===== src/rtl/scan_seq_pkg.sv =====
// Shared types and defaults for the scan sequencer: FSM state encoding and timing constants.
package scan_seq_pkg;

  typedef enum logic [2:0] {
    IDLE    = 3'd0,
    LOAD    = 3'd1,
    SHIFT   = 3'd2,
    CAPTURE = 3'd3,
    DONE    = 3'd4
  } state_e;

  localparam int unsigned DEF_CHAIN_LEN = 8;
  localparam int unsigned DEF_DIV       = 4;
  localparam int unsigned DEF_CNT_W     = 8;
  localparam int unsigned PERIOD        = 2 * DEF_DIV;

  function automatic int unsigned period_of(input int unsigned div);
    return 2 * div;
  endfunction

endpackage


===== src/rtl/scan_clk_gen.sv =====
// Scan clock divider: low for DIV cycles, then high for DIV cycles, while enabled.
// Flags the low->high transition (rise_edge_o) and the last cycle of each period (period_end_o).
module scan_clk_gen
  import scan_seq_pkg::*;
#(
  parameter int unsigned DIV   = DEF_DIV,
  parameter int unsigned CNT_W = DEF_CNT_W
) (
  input  logic clk,
  input  logic rst,
  input  logic en_i,
  output logic scan_clk_o,
  output logic rise_edge_o,
  output logic period_end_o
);

  localparam logic [CNT_W-1:0] LAST = CNT_W'(DIV - 1);

  logic [CNT_W-1:0] cnt_q, cnt_d;
  logic             sclk_q, sclk_d;
  logic             phase_end;

  assign phase_end    = en_i && (cnt_q == LAST);
  assign rise_edge_o  = phase_end && !sclk_q;
  assign period_end_o = phase_end && sclk_q;
  assign scan_clk_o   = sclk_q;

  always_comb begin
    // NOTE: every variable gets a default before any branch, so no path can infer a latch.
    cnt_d  = cnt_q;
    sclk_d = sclk_q;
    if (!en_i) begin
      // Disabled means parked low, so every sequence starts with a low half-period.
      cnt_d  = '0;
      sclk_d = 1'b0;
    end else if (phase_end) begin
      cnt_d  = '0;
      sclk_d = !sclk_q;
    end else begin
      cnt_d = cnt_q + CNT_W'(1);
    end
  end

  // NOTE: sequential state is updated with non-blocking assignments only.
  always_ff @(posedge clk) begin
    if (rst) begin
      cnt_q  <= '0;
      sclk_q <= 1'b0;
    end else begin
      cnt_q  <= cnt_d;
      sclk_q <= sclk_d;
    end
  end

endmodule


===== src/rtl/scan_sequencer.sv =====
// Scan chain sequencer: start/busy/done handshake driving LOAD, SHIFT and CAPTURE phases.
// Optional gold comparison enabled by defining SCAN_SEQ_COMPARE_EN (adds gold_i).
module scan_sequencer
  import scan_seq_pkg::*;
#(
  parameter int unsigned CHAIN_LEN = DEF_CHAIN_LEN,
  parameter int unsigned DIV       = DEF_DIV,
  parameter int unsigned CNT_W     = DEF_CNT_W
) (
  input  logic                 clk,
  input  logic                 rst,
  input  logic                 start,
  input  logic [CHAIN_LEN-1:0] pattern_i,
  input  logic                 scan_out_i,
`ifdef SCAN_SEQ_COMPARE_EN
  input  logic [CHAIN_LEN-1:0] gold_i,
`endif
  output logic                 busy,
  output logic                 done,
  output logic                 scan_clk_o,
  output logic                 scan_en_o,
  output logic                 load_gold_o,
  output logic                 scan_in_o,
  output logic [CHAIN_LEN-1:0] capture_o,
  output logic                 mismatch_o
);

  localparam logic [CNT_W-1:0] LAST_BIT = CNT_W'(CHAIN_LEN - 1);

  state_e                 state_q, state_d;
  logic [CHAIN_LEN-1:0]   pat_q, pat_d;
  logic [CHAIN_LEN-1:0]   cap_q, cap_d;
  logic [CNT_W-1:0]       bit_q, bit_d;
  logic                   clk_en, rise_edge, period_end;

  assign clk_en = (state_q == LOAD) || (state_q == SHIFT) || (state_q == CAPTURE);

  scan_clk_gen #(
    .DIV   (DIV),
    .CNT_W (CNT_W)
  ) u_clk_gen (
    .clk          (clk),
    .rst          (rst),
    .en_i         (clk_en),
    .scan_clk_o   (scan_clk_o),
    .rise_edge_o  (rise_edge),
    .period_end_o (period_end)
  );

  always_comb begin
    state_d     = state_q;
    pat_d       = pat_q;
    cap_d       = cap_q;
    bit_d       = bit_q;
    busy        = clk_en;
    done        = 1'b0;
    scan_en_o   = 1'b0;
    load_gold_o = 1'b0;
    scan_in_o   = 1'b0;
    unique case (state_q)
      IDLE: begin
        if (start) begin
          state_d = LOAD;
          pat_d   = pattern_i;
          cap_d   = '0;
          bit_d   = '0;
        end
      end
      LOAD: begin
        scan_en_o   = 1'b1;
        load_gold_o = 1'b1;
        if (period_end) state_d = SHIFT;
      end
      SHIFT: begin
        scan_en_o = 1'b1;
        scan_in_o = pat_q[0];
        if (rise_edge) cap_d = {scan_out_i, cap_q[CHAIN_LEN-1:1]};
        if (period_end) begin
          pat_d = pat_q >> 1;
          if (bit_q == LAST_BIT) begin
            state_d = CAPTURE;
            bit_d   = '0;
          end else begin
            bit_d = bit_q + CNT_W'(1);
          end
        end
      end
      CAPTURE: begin
        if (period_end) state_d = DONE;
      end
      DONE: begin
        done    = 1'b1;
        state_d = IDLE;
      end
      default: state_d = IDLE;
    endcase
  end

  always_ff @(posedge clk) begin
    if (rst) begin
      state_q <= IDLE;
      pat_q   <= '0;
      cap_q   <= '0;
      bit_q   <= '0;
    end else begin
      state_q <= state_d;
      pat_q   <= pat_d;
      cap_q   <= cap_d;
      bit_q   <= bit_d;
    end
  end

  assign capture_o = cap_q;

`ifdef SCAN_SEQ_COMPARE_EN
  logic mis_q, mis_d;

  // Result is taken once in DONE and held until the next accepted start.
  always_comb begin
    mis_d = mis_q;
    if (state_q == IDLE && start) mis_d = 1'b0;
    else if (state_q == DONE)     mis_d = |(cap_q ^ gold_i);
  end

  always_ff @(posedge clk) begin
    if (rst) mis_q <= 1'b0;
    else     mis_q <= mis_d;
  end

  assign mismatch_o = mis_q;
`else
  assign mismatch_o = 1'b0;
`endif

endmodule


===== config.mk =====
export PLATFORM = sky130hd
export DESIGN_NAME = scan_sequencer
export DESIGN_NICKNAME = d
export VERILOG_FILES = /design/src/rtl/scan_seq_pkg.sv /design/src/rtl/scan_clk_gen.sv /design/src/rtl/scan_sequencer.sv
export SDC_FILE = /design/constraint.sdc
export NUM_CORES = 1
export LEC_CHECK = 0
export BUFFER_PORTS_ARGS = -buffer_cell sky130_fd_sc_hd__buf_2
export CORE_MARGIN = 2
export CORE_UTILIZATION = 40
export DETAILED_ROUTE_END_ITERATION = 10
export SLEW_MARGIN = 0
export SYNTH_ARGS = -nofsm -noshare
export SYNTH_HDL_FRONTEND = slang
export SYNTH_SLANG_ARGS = --single-unit

===== constraint.sdc =====
create_clock -name clk -period 4.67 [get_ports clk]
set_clock_uncertainty 0.05 [all_clocks]
set_input_delay 0.2335 -clock clk [delete_from_list [all_inputs] [get_ports clk]]
set_output_delay 0.2335 -clock clk [all_outputs]
set_load 0.01 [all_outputs]

==> impl_metrics.json <==
{
  "htreeDepth": 2,
  "power.switching_fraction_pct": 25.7,
  "cts_sinks": 36,
  "hp-start": "pattern_i[7]",
  "yosysMostFrequentCell": "dfxtp_1",
  "r2r-end": "pat_q[5]",
  "dieArea_um2": 5040,
  "crit_chain": "nor3b_4 > nand4_1 > nand2_1 > a311oi_1",
  "start_kind": "flip-flop",
  "slew_viol_final": 0,
  "cts_setup_buffers": 0,
  "grt_usage_pct": 15.8,
  "finalHoldViolations": 0,
  "stdcell_area_um2": 1990,
  "drv_cap": 0,
  "clk_path_buf_depth": 2,
  "antennaDiodeCount": 0,
  "port_buffers": 25,
  "synth_top_cell_area_share_pct": 40.2,
  "fin_total_pwr_uw": 590,
  "dr.pass1.iters": 4,
  "avgSynthCellArea_um2": 8.42,
  "die_h_um": 71.0,
  "required_ns": 4.77,
  "grt_max_degree": 28,
  "critPathTopFamily": "simple AND/OR/NAND/NOR gates",
  "p_int_uw": 438,
  "p_switching_uw": 152,
  "via_per_inst": 5.45,
  "netlist_instances": 213,
  "seq_power_share_pct": 54.7,
  "remaining_drc_errors": 0,
  "postCtsHoldBufs": 0,
  "grt_pass1_wl_um": 6430,
  "p_leak_uw": 0.000749,
  "place_hpwl_um": 2540,
  "cts-root-buf": "clkbuf_8",
  "dp_slack_ns": 2.08,
  "clock_latency_ns": 0.29,
  "ir_worst_vdd_mv": 0.164,
  "cts_resized": 0,
  "wl_um": 3730,
  "placed_area_um2": 1910,
  "n_fill_cell": 464,
  "setup_tns_ns": 0,
  "clockPowerShare_pct": 37.2,
  "grt_pass1_vias": 1434,
  "gr-total-overflow": 0,
  "routabilityCongestion": 0.768,
  "cp.arrival_ns": 2.65,
  "yosys.area.top_type": "dfxtp_1",
  "crit_path_max_incr_delay_ns": 0.81,
  "vias": 1541,
  "drt-initial-drc-count": 70,
  "synth_area_um2": 1790,
  "fmax_mhz": 392,
  "worst_slack_ns": 2.12,
  "r2r_setup_slack_ns": 2.12,
  "cts_tree": "done",
  "synth-async-reset-ratio_pct": 0,
  "ys_top_cells_by_count": "36 x dfxtp_1, 29 x nand3_1, 23 x nand2_1",
  "layout-drive-gt1-share_pct": 17.3,
  "area_growth_pct": 11.2,
  "cp_max_fo": 25,
  "syn_nets": 227,
  "hold_depth": 3,
  "ys_ff_latch": 36,
  "worst-slew-pin-transition_ns": 0.895,
  "setup_viol": 0,
  "rsz0062_at_grt": "no",
  "cts.reportedPaths.clkPinSlew_ns": 0.07,
  "core.rowCount": 24,
  "core_area_um2": 4320,
  "antenna_found_initial": 0,
  "yosysWarnings": 0,
  "synth_area_leaders": "dfxtp_1 40%, nand3_1 8.1%, nand2_1 4.8%",
  "dieWidth_um": 71.0,
  "ant_nets": 0,
  "synth_edf_count": 0,
  "power_frac_comb_pct": 8.1,
  "status": "finished, final reports clean",
  "worstReg2RegStart": "state_q[1]",
  "ioPinCount": 27,
  "rr_worst_depth": 4,
  "cpMaxStageDelayCell": "nor3b_4",
  "wl_per_cell_um": 13.2,
  "nets": 244,
  "seq_area_frac_synth_pct": 40.2,
  "slew_headroom_pct": 40.1,
  "cp-end-kind": "flip-flop",
  "ys.flop_type": "dfxtp_1",
  "path_buf_inv": 0,
  "fin_crit_ns": 2.55,
  "cts_buffers": 5,
  "ys_types": 43,
  "whs_endpoint": "pat_q[7]",
  "final_util_pct": 46.1,
  "initial_core_util_pct": 41.5,
  "power_density_nw_per_um2": 296,
  "path_class": "flip-flop to flip-flop",
  "finalCritPeriodShare_pct": 54.6,
  "hp-class": "input port to flip-flop"
}
## flip-flops by register name (all words and copies together), names as in the netlist
register              count
pat_q                     8
capture_o                 8
u_clk_gen.scan_clk_o      1
state_q                   3
u_clk_gen.cnt_q           8
bit_q                     8
## layout by cell type (no fill, tap or decap), types with 2 or more instances in the layout
cell | netlist | final
nand4_1 | 4 | 4
and3_1 | 4 | 4
o2111ai_1 | 2 | 2
and4_1 | 2 | 2
clkbuf_8 | 0 | 5
nand2_1 | 23 | 23
nor2_1 | 17 | 17
a22oi_1 | 3 | 3
buf_2 | 5 | 25
a21oi_1 | 13 | 13
and2_1 | 3 | 3
o211ai_1 | 6 | 6
o21ai_0 | 4 | 4
dfxtp_1 | 36 | 36
a311oi_1 | 7 | 7
nand3_1 | 29 | 29
ha_1 | 2 | 2
nor4b_4 | 2 | 2
clkinv_2 | 0 | 2
nor3_1 | 10 | 10
xor2_1 | 8 | 8
inv_1 | 3 | 3
## how the worst max path moves through the flow
stage	slack (ns)	from	to	depth (start not counted)
after CTS	2.07	state_q[1]	pat_q[5]	4
after detailed placement	2.08	state_q[1]	pat_q[3]	4
final	2.12	state_q[1]	pat_q[5]	4
after global placement	2.22	state_q[1]	pat_q[3]	4
after floorplan	2.90	u_clk_gen.cnt_q[0]	pat_q[4]	7
after global routing	1.73	state_q[1]	pat_q[5]	4
## per-layer routing
metal / wire (um) / global-route usage (%) / share of wire (%)
met5: 0 / 0 / 0
met3: 167 / 4.70 / 4.5
met4: 51 / 5.66 / 1.4
met2: 1600 / 24.0 / 43
met1: 1920 / 21.5 / 51
## cells by family after synthesis
logic type	count (synthesis)	share of synthesized area [%]
AND/OR/NAND/NOR	106	32.8
AO/OA/AOI/OAI	40	15.5
flip-flops	36	40.2
buffers and inverters	18	4.95
XOR/XNOR	9	4.39
adder cells (fa/ha/maj)	2	1.39
other	1	0.209
multiplexers	1	0.558
## power by group through the flow
stage                     Sequential, uW  Clock (uW)  Combinational, uW
after global placement               330           0               47.6
after CTS                            323         226               47.9
final                                323         219               47.6
after global routing                 324         241               53.4
after detailed placement             330           0               47.8
after floorplan                      326           0               37.9
## worst min-delay path, cell delays in order
cell	delay, ns
buf_2	0.10
nand2_1	0.05
a21oi_1	0.05
## per-stage QoR
stage / std cells / hold WS, ns
2_1_floorplan: 213 / 0.320
3_3_place_gp: 275 / 0.407
3_5_place_dp: 275 / 0.411
4_1_cts: 283 / 0.127
5_1_grt: 283 / 0.131
6_report: 283 / 0.130
## area by class of cell
| class | instances | area (um^2) | area share (%) |
|---|---|---|---|
| inverters | 3 | 11.3 | 0.565 |
| well taps | 52 | 65.1 | 3.26 |
| multi-input cells | 159 | 985 | 49.4 |
| flip-flops and latches | 36 | 721 | 36.1 |
| clock inverters | 3 | 18.8 | 0.941 |
| clock buffers | 5 | 68.8 | 3.45 |
| repair buffers | 25 | 125 | 6.27 |
Note: power is estimated with default switching activity, not from simulation.
